===== config.mk =====
export PLATFORM = sky130hd
export DESIGN_NAME = fifo_stream_reader
export DESIGN_NICKNAME = d
export VERILOG_FILES = /design/src/rtl/fifo_stream_reader.sv
export SDC_FILE = /design/constraint.sdc
export NUM_CORES = 1
export LEC_CHECK = 0
export ABC_CLOCK_PERIOD_IN_PS = 6700
export BUFFER_PORTS_ARGS = -buffer_cell sky130_fd_sc_hd__buf_2
export CORE_AREA = 4 4 83 85
export CTS_CLUSTER_DIAMETER = 100
export DETAILED_ROUTE_END_ITERATION = 16
export DIE_AREA = 0 0 87 89
export MAX_ROUTING_LAYER = met4
export PLACE_DENSITY_LB_ADDON = 0.25
export SETUP_SLACK_MARGIN = 0.2
export SLEW_MARGIN = 15
export SYNTH_ARGS = -nofsm -noshare
export SYNTH_HDL_FRONTEND = slang
export SYNTH_SLANG_ARGS = --single-unit

===== constraint.sdc =====
create_clock -name clk -period 6.7 [get_ports clk]
set_clock_uncertainty 0.15 [all_clocks]
set_input_delay 1.675 -clock clk [delete_from_list [all_inputs] [get_ports clk]]
set_output_delay 1.675 -clock clk [all_outputs]
set_load 0.03 [all_outputs]

===== src/rtl/fifo_stream_reader.sv =====
// Read-side adapter for a 1-cycle-latency FIFO: pops into a 3-entry in-order
// buffer and presents a valid/ready stream framed into bursts of BurstLen beats.
module fifo_stream_reader #(
  parameter  int Width    = 8,
  parameter  int BurstLen = 4,
  localparam int CntW     = $clog2(BurstLen) + 1
) (
  input  logic             clk,
  input  logic             rst,
  input  logic             enable,
  input  logic             fifo_empty,
  input  logic             fifo_wr_acc,
  input  logic [Width-1:0] fifo_d_out,
  output logic             fifo_rd_en,
  output logic             m_valid,
  input  logic             m_ready,
  output logic [Width-1:0] m_data,
  output logic             m_last,
  output logic [CntW-1:0]  beat_cnt,
  output logic [15:0]      burst_cnt
);

  logic [Width-1:0] buf_q [3];
  logic [Width-1:0] buf_d [3];
  logic [1:0]       occ_q, occ_d, wr_idx;
  logic             pend_q, pend_d;
  logic [CntW-1:0]  beat_q, beat_d;
  logic [15:0]      burst_q, burst_d;
  logic [2:0]       inflight;
  logic             pop_acc, hs;

  // Words already committed (buffered or arriving next edge) bound new pops,
  // so the request never depends on m_ready.
  assign inflight   = {1'b0, occ_q} + {2'b0, pend_q};
  assign fifo_rd_en = rst & enable & ~fifo_empty & (inflight <= 3'd2);
  assign pop_acc    = fifo_rd_en & ~fifo_empty & ~fifo_wr_acc;

  assign m_valid   = (occ_q != 2'd0);
  assign m_data    = buf_q[0];
  assign m_last    = m_valid & (beat_q == CntW'(BurstLen - 1));
  assign hs        = m_valid & m_ready;
  assign beat_cnt  = beat_q;
  assign burst_cnt = burst_q;

  // Tail slot as seen after this cycle's head removal.
  assign wr_idx = occ_q - {1'b0, hs};

  always_comb begin
    buf_d   = buf_q;
    occ_d   = occ_q + {1'b0, pend_q} - {1'b0, hs};
    pend_d  = pop_acc;
    beat_d  = beat_q;
    burst_d = burst_q;
    if (hs) begin
      buf_d[0] = buf_q[1];
      buf_d[1] = buf_q[2];
      if (m_last) begin
        beat_d  = '0;
        burst_d = burst_q + 16'd1;
      end else begin
        beat_d = beat_q + CntW'(1);
      end
    end
    if (pend_q && wr_idx != 2'd3) buf_d[wr_idx] = fifo_d_out;
  end

  always_ff @(posedge clk or negedge rst) begin
    if (!rst) begin
      for (int i = 0; i < 3; i++) buf_q[i] <= '0;
      occ_q   <= '0;
      pend_q  <= 1'b0;
      beat_q  <= '0;
      burst_q <= '0;
    end else begin
      buf_q   <= buf_d;
      occ_q   <= occ_d;
      pend_q  <= pend_d;
      beat_q  <= beat_d;
      burst_q <= burst_d;
    end
  end

  a_no_overflow: assert property (@(posedge clk) disable iff (!rst)
    !(pend_q && occ_q == 2'd3 && !hs));

endmodule


# Yosys cells after proc, flatten, opt, wreduce, memory -nomap -nowiden
# Index checks and enable logic that the tools add are counted.
op_classes:
  n_addsub: 6
  magnitude_cmp: 3
  n_eq_ne: 2
  muxes: 6
  bitwise: 10
  n_reduce_logical: 4
op_table:
  columns: ["operator", "n"]
  rows:
  - ["24-bit bitwise mux", 1]
  - ["24-bit 2-to-1 mux", 1]
  - ["16-bit by 1-bit adder with 16-bit output, second input constant", 1]
  - ["8-bit demux with 2-bit select", 1]
  - ["16-bit 2-to-1 mux", 1]
  - ["8-bit 2-to-1 mux", 1]
  - ["1-bit bitwise AND", 7]
  - ["2-bit by 1-bit subtractor with 2-bit output", 2]
  - ["2-bit by 1-bit adder with 3-bit output", 1]
  - ["3-bit by 1-bit adder with 3-bit output, second input constant", 1]
  - ["3-bit by 2-bit equality test with 1-bit output, second input constant", 1]
  - ["3-bit greater-or-equal comparator, second input constant", 1]
  - ["3-bit by 2-bit <= comparator with 1-bit output, second input constant", 1]
  - ["3-bit by 1-bit less-than comparator with 1-bit output, second input constant", 1]
  - ["3-bit 2-to-1 mux", 1]
  - ["2-bit NOT with 3-bit output", 1]
  - ["2-bit by 1-bit adder with 2-bit output", 1]
  - ["1-bit logical AND", 2]
  - ["2-bit inequality test, second input constant", 1]
  - ["1-bit NOT", 2]
  - ["2-bit AND reduction", 1]
  - ["2-bit nonzero test", 1]
word_totals:
  ff_bits: 46
  inputBits: 14
  out_inout_bits: 30
  wordCells: 38

# Logic depth before layout (Yosys ltp)
# Gate-level depths: netlist (run 1).
depth:
  ltp_word: 10
  depth_mapped: 9
  depth_no_buf: 7

# Least setup slack after synthesis (run 1)
# OpenSTA, ideal clock, no wires.
synth_path:
  kind: "input to output"
  startpoint: "in rst"
  endpoint: "out fifo_rd_en"
  arrival_ns: 2.380
  required_time_ns: 4.875
  setup_slack_ns: 2.495
  stages: 2
  n_path_buf: 0
  cell_sequence: "nand2_1 > nor3_1"
synth_between:
  elab_chain_cells: 3
synth_lines:
  columns: ["element", "line_no", "text"]
  rows:
  - ["start, declared", "9", "input logic rst,"]
  - ["1-bit bitwise AND (3 in a row)", "35", "assign fifo_rd_en = rst & enable & ~fifo_empty & (inflight <= 3'd2);"]
  - ["end, declared", "14", "output logic fifo_rd_en,"]
# No other way between the ends.

# Final worst setup path (run 1)
# Ends and elaborated chain as after synthesis.

==> results by group, run 1 <==
Global routing
  • First-pass GRT wire length: ~6900 um
  • Grt ovf: 0
  • GRT Overall Usage: between 10% and 20%
  • Initial antenna violation count: 0
  • Vias in the first global route: 1500
  • Largest net degree at the start of global routing: 48

Clocking
  • Sink Count: 46
  • Post-CTS setup buffer count: 0
  • Clock transition at the registers of the reported paths: ~0.08 ns
  • Clock root buffer: clkbuf_8
  • Maximum clock path buffer count: 2
  • # H-tree levels: 2
  • Hold-fix buffers, CTS: 0
  • Worst skew pair latency: ~0.3 ns
  • CTS buffer count: 5
  • CTS tree: yes
  • Post-CTS Resized: 0

Die
  • Site Rows: 29
  • Core Area: between 6000 and 7000 um2
  • Initial core utilization: between 30 and 40%
  • IO Pins: 44
  • Die extent in y: roughly 89 um
  • Die area: 7740 um2
  • Die Wd: 87 um

Routing
  • Vias per Instance: 4.71
  • Initial DRC count: 55
  • Routed vias: around 1.5k
  • DRT antenna net count: 0
  • Wire per inst: approximately 13 um
  • WL final: just over 4000 um
  • Residual DRC: 0
  • First-pass DRT Iterations: 4

Place
  • Detail Placement HPWL: 2870 um
  • Port Buf Inserts: 43
  • GPL Wtd Cong: roughly 0.73

Critical path
  • Crit end category: output port
  • CP max stage delay: between 0.4 and 0.5 ns
  • Most Frequent Cell on Critical Path: buf_2
  • CP top delay family: buffers and inverters
  • CP max-delay cell: buf_4
  • Crit path kind: in2out
  • Crit path buffers/inverters: 3
  • Worst path required time: 4.88 ns
  • Worst endpoint data arrival time: around 2.7 ns
  • CP Launch Type: primary input
  • CP cell instances: buf_2 -> buf_4 -> nand2_1 -> nor3_1 -> buf_2
  • Max Fanout on Critical Path: 47

Outcome
  • Outcome: complete, no violations

Synth
  • Synth Flop Type: dfrtp_1
  • Flops & latches, synth: 46
  • Post-synth EDFFs: 0
  • Synth area leader: dfrtp_1
  • Cells after Synth: between 150 and 200
  • Async set-reset flop share out of synthesis: 100%
  • Syn_area_per_cell: 11.5 um2
  • Netlist Area Pre-Place: 2250 um2
  • Net Count, Synth: ~220
  • Synth warn: 0
  • Yosys top cell area share: about half
  • Count of cell types in the netlist: 32
  • Seq/Total Area, Yosys: between 50% and 60%
  • Synth area leaders: dfrtp_1 51%, mux2i_1 7.1%, mux2_4 5.3%

Layout
  • Share of cells above drive strength 1: just under 30%
  • Most frequent cells in the layout: 46 x dfrtp_1, 43 x buf_2, 26 x nand2_1
  • Antenna cell count: 0
  • Commonest non-fill, non-tap cell in the layout: dfrtp_1
  • Nets: roughly 260
  • Syn-to-layout area delta: 15.4%

STA
  • TNS Setup: 0 ns
  • Endpoints failing hold: 0
  • Endpoints failing setup: 0
  • Tcrit/Tclk final: about two thirds
  • Rel. slew slack: 36.1%
  • Min Tclk post-route: about 4.6 ns
  • F_max: 0.219 GHz
  • Worst slew pin tran: ~0.96 ns
  • Final Slew Violations: 0
  • RSZ-0062 raised after global routing: no
  • Hold WS: ~0.31 ns

Power
  • Static Leak: ~1.3 nW
  • Pwr dens: 379 nW/um2
  • Peak VDD IR: 0.150 mV

Min path
  • Hold WC Path Type: reg2reg

Flow run
  • Max-Cap Viols: 0
[worst reg2reg max path: cells and delay by family, from the launching register on]
kind	cells	cell delay (ns)
AO/OA/AOI/OAI	2	0.38
XOR/XNOR	1	0.19
adder cells (fa/ha/maj)	1	0.23
buffers and inverters	2	0.51
flip-flops	1	0.50
AND/OR/NAND/NOR	1	0.77
[cell families after synthesis]
family	after synthesis	share of synthesized area, %
and+or+nand+nor	57	13.2
DFF	46	51.2
muxes	25	13.0
AOI/OAI and AO/OA	22	5.95
buffers and inverters	20	5.23
xor gates and xnor gates	18	7.01
adders and majority gates	8	4.45
[path summary, 6_finish.rpt]
path                               startpoint             to  slack [ns]  cells after the start
worst max-delay path                      rst     fifo_rd_en        2.14                      5
min in group asynchronous                 rst      m_data[0]        1.31                      2
worst min register to register  burst_cnt[15]  burst_cnt[15]        0.31                      1
worst max register to register       occ_q[1]      m_data[4]        3.84                      7
worst min-delay path            burst_cnt[15]  burst_cnt[15]        0.31                      1
max in group asynchronous                 rst  burst_cnt[14]        4.70                      2
[stage by stage]
stage	util (%)	power, mW	instances	setup slack [ns]	cell area (um2)
floorplan	-	0.722	196	2.49	2250
global placement	40.0	0.785	304	2.09	2480
detailed placement	40.0	0.792	304	2.08	2480
CTS	41.8	1.00	312	2.07	2590
global route	41.8	1.05	312	1.99	2590
finish	41.8	0.982	312	2.14	2590
[Yosys cell counts (2+ instances only)]
master	instances
a21oi_1	2
and3_1	4
buf_2	4
buf_4	8
dfrtp_1	46
ha_1	8
inv_1	6
mux2_4	8
mux2i_1	16
nand2_1	26
nand3_1	10
nor2_1	4
nor3_2	3
o21ai_0	15
o21ai_1	3
xnor2_1	13
xor2_1	5
[per-layer routing]
layer	routed length, um	GRT usage [%]
met3	257	3.04
met1	1940	14.7
met4	68	5.10
met5	0	-
met2	1850	18.9
[final cells by class]
class	count	area (um2)
Clock buffer	6	72.6
Multi-Input combinational cell	130	983
Clock inverter	2	37.5
Timing Repair Buffer	45	230
Tap cell	77	96.3
Sequential cell	46	1150
Fill cell	608	3610
Inverter	6	22.5
[where the power goes]
| group | leakage, nW | total, mW | switching, mW | internal, mW |
|---|---|---|---|---|
| logic | 0.661 | 0.353 | 0.211 | 0.142 |
| clock network | 0.0514 | 0.204 | 0.0929 | 0.111 |
| registers | 0.611 | 0.425 | 0.0654 | 0.360 |
No activity file was read; power rests on OpenSTA's default activity.
==> inputs of run 2 (changes only) <==
--- a/config.mk
+++ b/config.mk
@@ -5,12 +5,13 @@
 export SDC_FILE = /design/constraint.sdc
 export NUM_CORES = 1
 export LEC_CHECK = 0
-export ABC_CLOCK_PERIOD_IN_PS = 6700
+export ABC_AREA = 1
+export ABC_CLOCK_PERIOD_IN_PS = 4200
 export BUFFER_PORTS_ARGS = -buffer_cell sky130_fd_sc_hd__buf_2
-export CORE_AREA = 4 4 83 85
+export CORE_AREA = 4 4 86 88
 export CTS_CLUSTER_DIAMETER = 100
 export DETAILED_ROUTE_END_ITERATION = 16
-export DIE_AREA = 0 0 87 89
+export DIE_AREA = 0 0 90 92
 export MAX_ROUTING_LAYER = met4
 export PLACE_DENSITY_LB_ADDON = 0.25
 export SETUP_SLACK_MARGIN = 0.2
==> constraint.sdc (replaced) <==
create_clock -name clk -period 4.2 [get_ports clk]
set_clock_uncertainty 0.15 [all_clocks]
set_input_delay 1.05 -clock clk [delete_from_list [all_inputs] [get_ports clk]]
set_output_delay 1.05 -clock clk [all_outputs]
set_load 0.03 [all_outputs]
==> run 2 against run 1 <==
Non-clock buffer count did not move. Combinational power rose by 81%. Final area rose by 6.2%. Sequential cell count did not move. Total power rose by 65%. Synthesized cell count rose by 49%. Wire length rose by 21%. Area after synthesis rose by 7.5%. Critical endpoint unchanged. Largest power group unchanged. Highest routed layer unchanged.
==> results by group, run 2 <==
Synth
  • Top post-synthesis cells by count: 75 x nand2_1, 46 x dfrtp_1, 41 x inv_1
  • Yosys top cell area share: between 40% and 50%
  • Cells after Synth: roughly 290
  • Netlist Area Pre-Place: 2420 um2
  • Count of cell types in the netlist: 24
  • Synth warn: 0
  • Async set-reset flop share out of synthesis: 100%
  • Synth area leaders: dfrtp_1 48%, nand2_1 12%, inv_1 6.4%
  • Syn_area_per_cell: about 8 um2
  • Count leader, synth: nand2_1
  • Flops & latches, synth: 46
  • Net Count, Synth: approximately 320
  • Synth Flop Type: dfrtp_1
  • Synth area leader: dfrtp_1
  • Post-synth EDFFs: 0
  • Seq/Total Area, Yosys: around 48%

Layout
  • Syn-to-layout area delta: 14.0%
  • Share of cells above drive strength 1: approximately a fifth
  • # fillers: 670
  • Finished Layout Cells: 411
  • Most frequent cells in the layout: 75 x nand2_1, 46 x dfrtp_1, 43 x buf_2
  • Nets: between 300 and 400
  • Finished Core Util: 41.5%
  • Final instance area: around 2800 um2
  • Commonest non-fill, non-tap cell in the layout: nand2_1
  • Antenna cell count: 0

Power
  • Peak VDD IR: roughly 0.30 mV
  • Static Leak: roughly 1.5 nW
  • Pwr dens: ~600 nW/um2
  • Pwr Total: 1.62 mW

Die
  • Die Wd: about 90 um
  • Site Rows: 30
  • Die area: between 8000 and 9000 um2
  • Initial core utilization: 36.4%
  • Core Area: 6640 um2
  • Die extent in y: between 90 and 100 um
  • IO Pins: 44

Min path
  • Worst Hold Path Cells: 2
  • Hold WC Path Type: reg2reg

Clocking
  • CTS buffer count: 5
  • Clock root buffer: clkbuf_8
  • Post-CTS Resized: 0
  • Clock transition at the registers of the reported paths: roughly 0.080 ns
  • Sink Count: 46
  • # H-tree levels: 2
  • CTS tree: yes
  • Worst skew pair latency: about 0.30 ns
  • Maximum clock path buffer count: 2
  • Hold-fix buffers, CTS: 0
  • Post-CTS setup buffer count: 0

Critical path
  • Worst R2R Path Depth: 8
  • Crit path buffers/inverters: 2
  • Worst endpoint data arrival time: approximately 1.6 ns
  • Reg2reg setup slack: 1.85 ns
  • Most Frequent Cell on Critical Path: buf_2
  • CP max stage delay: approximately 0.21 ns
  • Critical path origin: fifo_empty
  • Crit path kind: in2out
  • Max Fanout on Critical Path: 2
  • CP max-delay cell: buf_2
  • CP top delay family: buffers and inverters
  • Crit end category: output port
  • CP Launch Type: primary input
  • Launching point of the worst reg2reg path: occ_q[1]
  • CP cell instances: buf_2 -> nand3b_1 -> a21oi_1 -> buf_2
  • Worst path required time: ~3.0 ns

Routing
  • Wire per inst: between 10 and 15 um
  • Routed vias: approximately 1.9k
  • Vias per Instance: 4.70
  • WL final: around 5000 um
  • Initial DRC count: 55
  • Residual DRC: 0
  • First-pass DRT Iterations: 5
  • DRT antenna net count: 0

STA
  • Endpoints failing hold: 0
  • Final Slew Violations: 0
  • F_max: roughly 0.35 GHz
  • Endpoints failing setup: 0
  • RSZ-0062 raised after global routing: no
  • Rel. slew slack: between 50% and 60%
  • TNS Setup: 0 ns
  • Min Tclk post-route: ~2.8 ns
  • Tcrit/Tclk final: just under 70%
  • Worst slew pin tran: roughly 0.67 ns

Place
  • GPL Wtd Cong: around 0.8
  • Cells after DPL: about 400
  • DP Area: around 2600 um2
  • Port Buf Inserts: between 40 and 50
  • Detail Placement HPWL: approximately 3500 um

Global routing
  • GRT Overall Usage: 13.5%
  • Largest net degree at the start of global routing: 47
  • First-pass GRT wire length: 8840 um
  • Initial antenna violation count: 0
  • Grt ovf: 0
  • Vias in the first global route: 1850

Flow run
  • Max-Cap Viols: 0

Outcome
  • Outcome: complete, no violations
-- run 2: cell count changes after synthesis, sizes merged, moves of 8 or more --
cell   change
nand2     +52
inv       +35
nor2      +23
mux2i     -16
o21ai     +10
mux2       -9
nand3      +8
o22ai      +8
-- run 2: power breakdown --
part	switching, mW	internal, mW
clock network	0.148	0.166
logic	0.420	0.220
registers	0.0909	0.577
-- run 2: how the worst max path moves through the flow --
stage          slack (ns)  depth (start not counted)         end
2_1_floorplan        1.30                          2  fifo_rd_en
3_3_place_gp         1.28                         10   m_data[2]
3_5_place_dp         1.21                         10   m_data[2]
4_1_cts              1.35                          6  fifo_rd_en
5_1_grt              1.27                          6      m_last
6_report             1.36                          4  fifo_rd_en
-- run 2: area by class of cell --
| type | count | area [um2] | area share (%) |
|---|---|---|---|
| Clock buffer | 8 | 110 | 4.00 |
| Inverter | 41 | 154 | 5.59 |
| Multi-Input combinational cell | 191 | 1010 | 36.6 |
| Sequential cell | 46 | 1150 | 41.8 |
| Timing Repair Buffer | 45 | 230 | 8.36 |
| Tap cell | 80 | 100 | 3.63 |
-- run 2: metrics by stage --
stage / worst slack [ns] / hold WS [ns]
floorplan: 1.30 / 0.305
global placement: 1.28 / 0.317
detailed placement: 1.21 / 0.319
CTS: 1.35 / 0.341
global route: 1.27 / 0.358
finish: 1.36 / 0.339
-- run 2: worst register-to-register path, stage by stage (launching register included) --
cell     delay, ns
dfrtp_1       0.45
nor2_1        0.17
nor2_1        0.05
buf_4         0.21
ha_1          0.22
xnor2_1       0.23
or2_1         0.58
nand2_1       0.14
o21ai_2       0.08
-- run 2: logic make-up after synthesis --
| logic type | after synthesis | share of synthesized area, % |
|---|---|---|
| buf+inv | 56 | 10.6 |
| compound gates | 39 | 9.94 |
| flops | 46 | 47.6 |
| xor+xnor | 10 | 3.63 |
| fa+ha+maj | 8 | 4.14 |
| simple gates | 134 | 24.1 |
-- run 2: routing by layer --
layer  track usage [%]  wire length, um  vias to the layer above
met3              3.20              224                        7
met2              20.6             2260                       39
li1                  -                -                      996
met4              4.21               61                        0
met1              17.9             2440                      891
met5                 -                0                        -
==> inputs of run 3 (changes only) <==
--- a/config.mk
+++ b/config.mk
@@ -5,13 +5,13 @@
 export SDC_FILE = /design/constraint.sdc
 export NUM_CORES = 1
 export LEC_CHECK = 0
-export ABC_AREA = 1
-export ABC_CLOCK_PERIOD_IN_PS = 4200
+export ABC_AREA = 0
+export ABC_CLOCK_PERIOD_IN_PS = 2600
 export BUFFER_PORTS_ARGS = -buffer_cell sky130_fd_sc_hd__buf_2
-export CORE_AREA = 4 4 86 88
+export CORE_AREA = 4 4 83 85
 export CTS_CLUSTER_DIAMETER = 100
 export DETAILED_ROUTE_END_ITERATION = 16
-export DIE_AREA = 0 0 90 92
+export DIE_AREA = 0 0 87 89
 export MAX_ROUTING_LAYER = met4
 export PLACE_DENSITY_LB_ADDON = 0.25
 export SETUP_SLACK_MARGIN = 0.2
==> constraint.sdc (replaced) <==
create_clock -name clk -period 2.6 [get_ports clk]
set_clock_uncertainty 0.15 [all_clocks]
set_input_delay 0.65 -clock clk [delete_from_list [all_inputs] [get_ports clk]]
set_output_delay 0.65 -clock clk [all_outputs]
set_load 0.03 [all_outputs]
==> run 3 against run 2 <==
Final area fell by 2.0%. Sequential power is 62% higher. Critical endpoint unchanged. Combinational power is 59% higher. Largest cell class unchanged. Highest routed layer unchanged. Critical path type is now reg2out. Worst setup slack worse by 1.1 ns. Count of clock-buffer cells in the layout decreased by 1. Via count decreased by 23%.
==> results by group, run 3 (same netlist as run 1, synthesis figures left out) <==
Clocking
  • Worst skew pair latency: slightly below 0.3 ns
  • Clock transition at the registers of the reported paths: roughly 0.09 ns
  • CTS buffer count: 5
  • CTS tree: yes
  • Hold-fix buffers, CTS: 0
  • # H-tree levels: 2
  • Maximum clock path buffer count: 2
  • Clock root buffer: clkbuf_8
  • Sink Count: 46

Outcome
  • Outcome: complete, no violations

Routing
  • Wire per inst: about 13 um
  • Residual DRC: 0
  • Vias per Instance: roughly 4.7
  • First-pass DRT Iterations: 4
  • DRT antenna net count: 0
  • Initial DRC count: 34
  • Routed vias: 1494
  • WL final: 4260 um

STA
  • Tcrit/Tclk final: about nine tenths
  • RSZ-0062 raised after global routing: yes
  • F_max: 0.428 GHz
  • Worst slew pin tran: between 0.5 and 0.6 ns
  • Final Slew Violations: 0
  • Min Tclk post-route: around 2.3 ns
  • Hold WS: around 0.31 ns
  • Endpoints failing setup: 0
  • TNS Setup: 0 ns
  • Endpoints failing hold: 0
  • Rel. slew slack: 60.8%

Die
  • IO Pins: 44
  • Core Area: between 6000 and 7000 um2
  • Site Rows: 29
  • Die extent in y: about 89 um
  • Initial core utilization: a little over a third
  • Die Wd: about 87 um
  • Die area: between 7000 and 8000 um2

Global routing
  • Initial antenna violation count: 0
  • Largest net degree at the start of global routing: 47
  • Grt ovf: 0
  • GRT Overall Usage: between 10 and 15%
  • First-pass GRT wire length: roughly 7100 um
  • Vias in the first global route: roughly 1.5k

Min path
  • Worst Hold Launch: burst_cnt[15]
  • Hold WC Path Type: reg2reg
  • Worst Hold Path Cells: 1

Place
  • Detail Placement HPWL: around 3000 um
  • Port Buf Inserts: 43
  • GPL Wtd Cong: roughly 0.78

Layout
  • Share of cells above drive strength 1: between 30% and 40%
  • Antenna cell count: 0
  • Syn-to-layout area delta: 20.0%
  • Commonest non-fill, non-tap cell in the layout: dfrtp_1
  • Most frequent cells in the layout: 44 x dfrtp_1, 42 x buf_2, 26 x nand2_1
  • Nets: 264

Power
  • Flop pwr share: roughly two fifths
  • Sw Share: between 30% and 40%
  • Clk network pwr share: about a fifth
  • Pwr dens: approximately 1000 nW/um2
  • Pwr Total: roughly 2.6 mW
  • Internal power: between 1.5 and 2 mW
  • Psw: slightly below 1 mW
  • Static Leak: between 1 and 1.5 nW
  • Peak VDD IR: 0.477 mV
  • Combinational share of power: between 30% and 40%

Critical path
  • Most Frequent Cell on Critical Path: ha_4
  • Max Fanout on Critical Path: 2
  • Crit path buffers/inverters: 2
  • Crit path depth: 6
  • Critical path origin: occ_q[0]
  • Worst path required time: approximately 1.8 ns
  • CP Launch Type: flip-flop
  • CP max stage delay: between 0.4 and 0.5 ns
  • Worst R2R Path Depth: 8
  • Worst endpoint data arrival time: roughly 1.5 ns
  • CP cell instances: ha_4 -> inv_1 -> ha_4 -> a21oi_2 -> nor3_2 -> buf_4
  • Launching point of the worst reg2reg path: occ_q[1]
  • Crit end category: output port
  • CP top delay family: flip-flops
  • Crit path kind: reg2out
  • CP max-delay cell: dfrtp_2

Flow run
  • Max-Cap Viols: 0
-- run 3: cell types whose count changed in the layout (fill, tap and decap cells not counted), moves of 8 or more --
cell     before  now
nand2_1      75   26
inv_1        41    6
nor2_1       26    4
mux2i_1       0   16
buf_4         2   11
mux2_4        0    8
nand3_1      18   10
o22ai_1       8    0
-- run 3: metal layers --
metal / GRT usage (%) / part of all wire (%) / vias up
li1: - / - / 744
met1: 14.7 / 47 / 708
met2: 20.2 / 46 / 34
met3: 3.04 / 5.1 / 8
met4: 3.82 / 1.2 / 0
met5: - / 0 / -
-- run 3: final timing paths --
| check | endpoint | slack, ns |
|---|---|---|
| max in group asynchronous | occ_q[0] | 1.57 |
| hold reg to reg | burst_cnt[15] | 0.31 |
| min in group asynchronous | burst_cnt[5] | 0.32 |
| setup reg to reg | flip-flop | 0.39 |
| setup / recovery | fifo_rd_en | 0.26 |
| hold / removal | burst_cnt[15] | 0.31 |
-- run 3: per-stage QoR --
stage | setup WS (ns) | cells | util [%] | instance area (um2)
after floorplan | 0.244 | 196 | - | 2260
after global placement | 0.279 | 307 | 40.5 | 2510
after detailed placement | 0.236 | 307 | 40.5 | 2510
after CTS | 0.201 | 316 | 42.6 | 2650
after global routing | 0.190 | 320 | 43.5 | 2700
final | 0.262 | 320 | 43.5 | 2700
-- run 3: power by group through the flow --
stage	registers, mW	logic, mW	clock network (mW)
4_1_cts	1.10	0.966	0.540
3_5_place_dp	1.12	0.927	0
6_report	1.08	1.02	0.525
3_3_place_gp	1.12	0.912	0
2_1_floorplan	1.15	0.717	0
5_1_grt	1.12	1.13	0.572
-- run 3: final cells by class --
class / count / area [um2]
Fill cell: 610 / 3510
Sequential cell: 46 / 1150
Multi-Input combinational cell: 130 / 1030
Timing Repair Buffer: 53 / 293
Tap cell: 77 / 96.3
Clock buffer: 7 / 76.3
Clock inverter: 1 / 30.0
Inverter: 6 / 22.5
-- run 3: what timing repair did --
action                     in CTS  in global routing
pin swaps                       2                  4
resized for setup               6                  3
setup endpoints to repair       1                  1
buffers inserted                1                  4
-- run 3: worst register-to-register path: stages (launching register included) --
cell,delay [ns]
dfrtp_2,0.45
buf_4,0.16
o21ai_2,0.14
inv_1,0.11
ha_1,0.22
xor2_2,0.22
and2b_1,0.15
buf_4,0.19
mux2_4,0.32
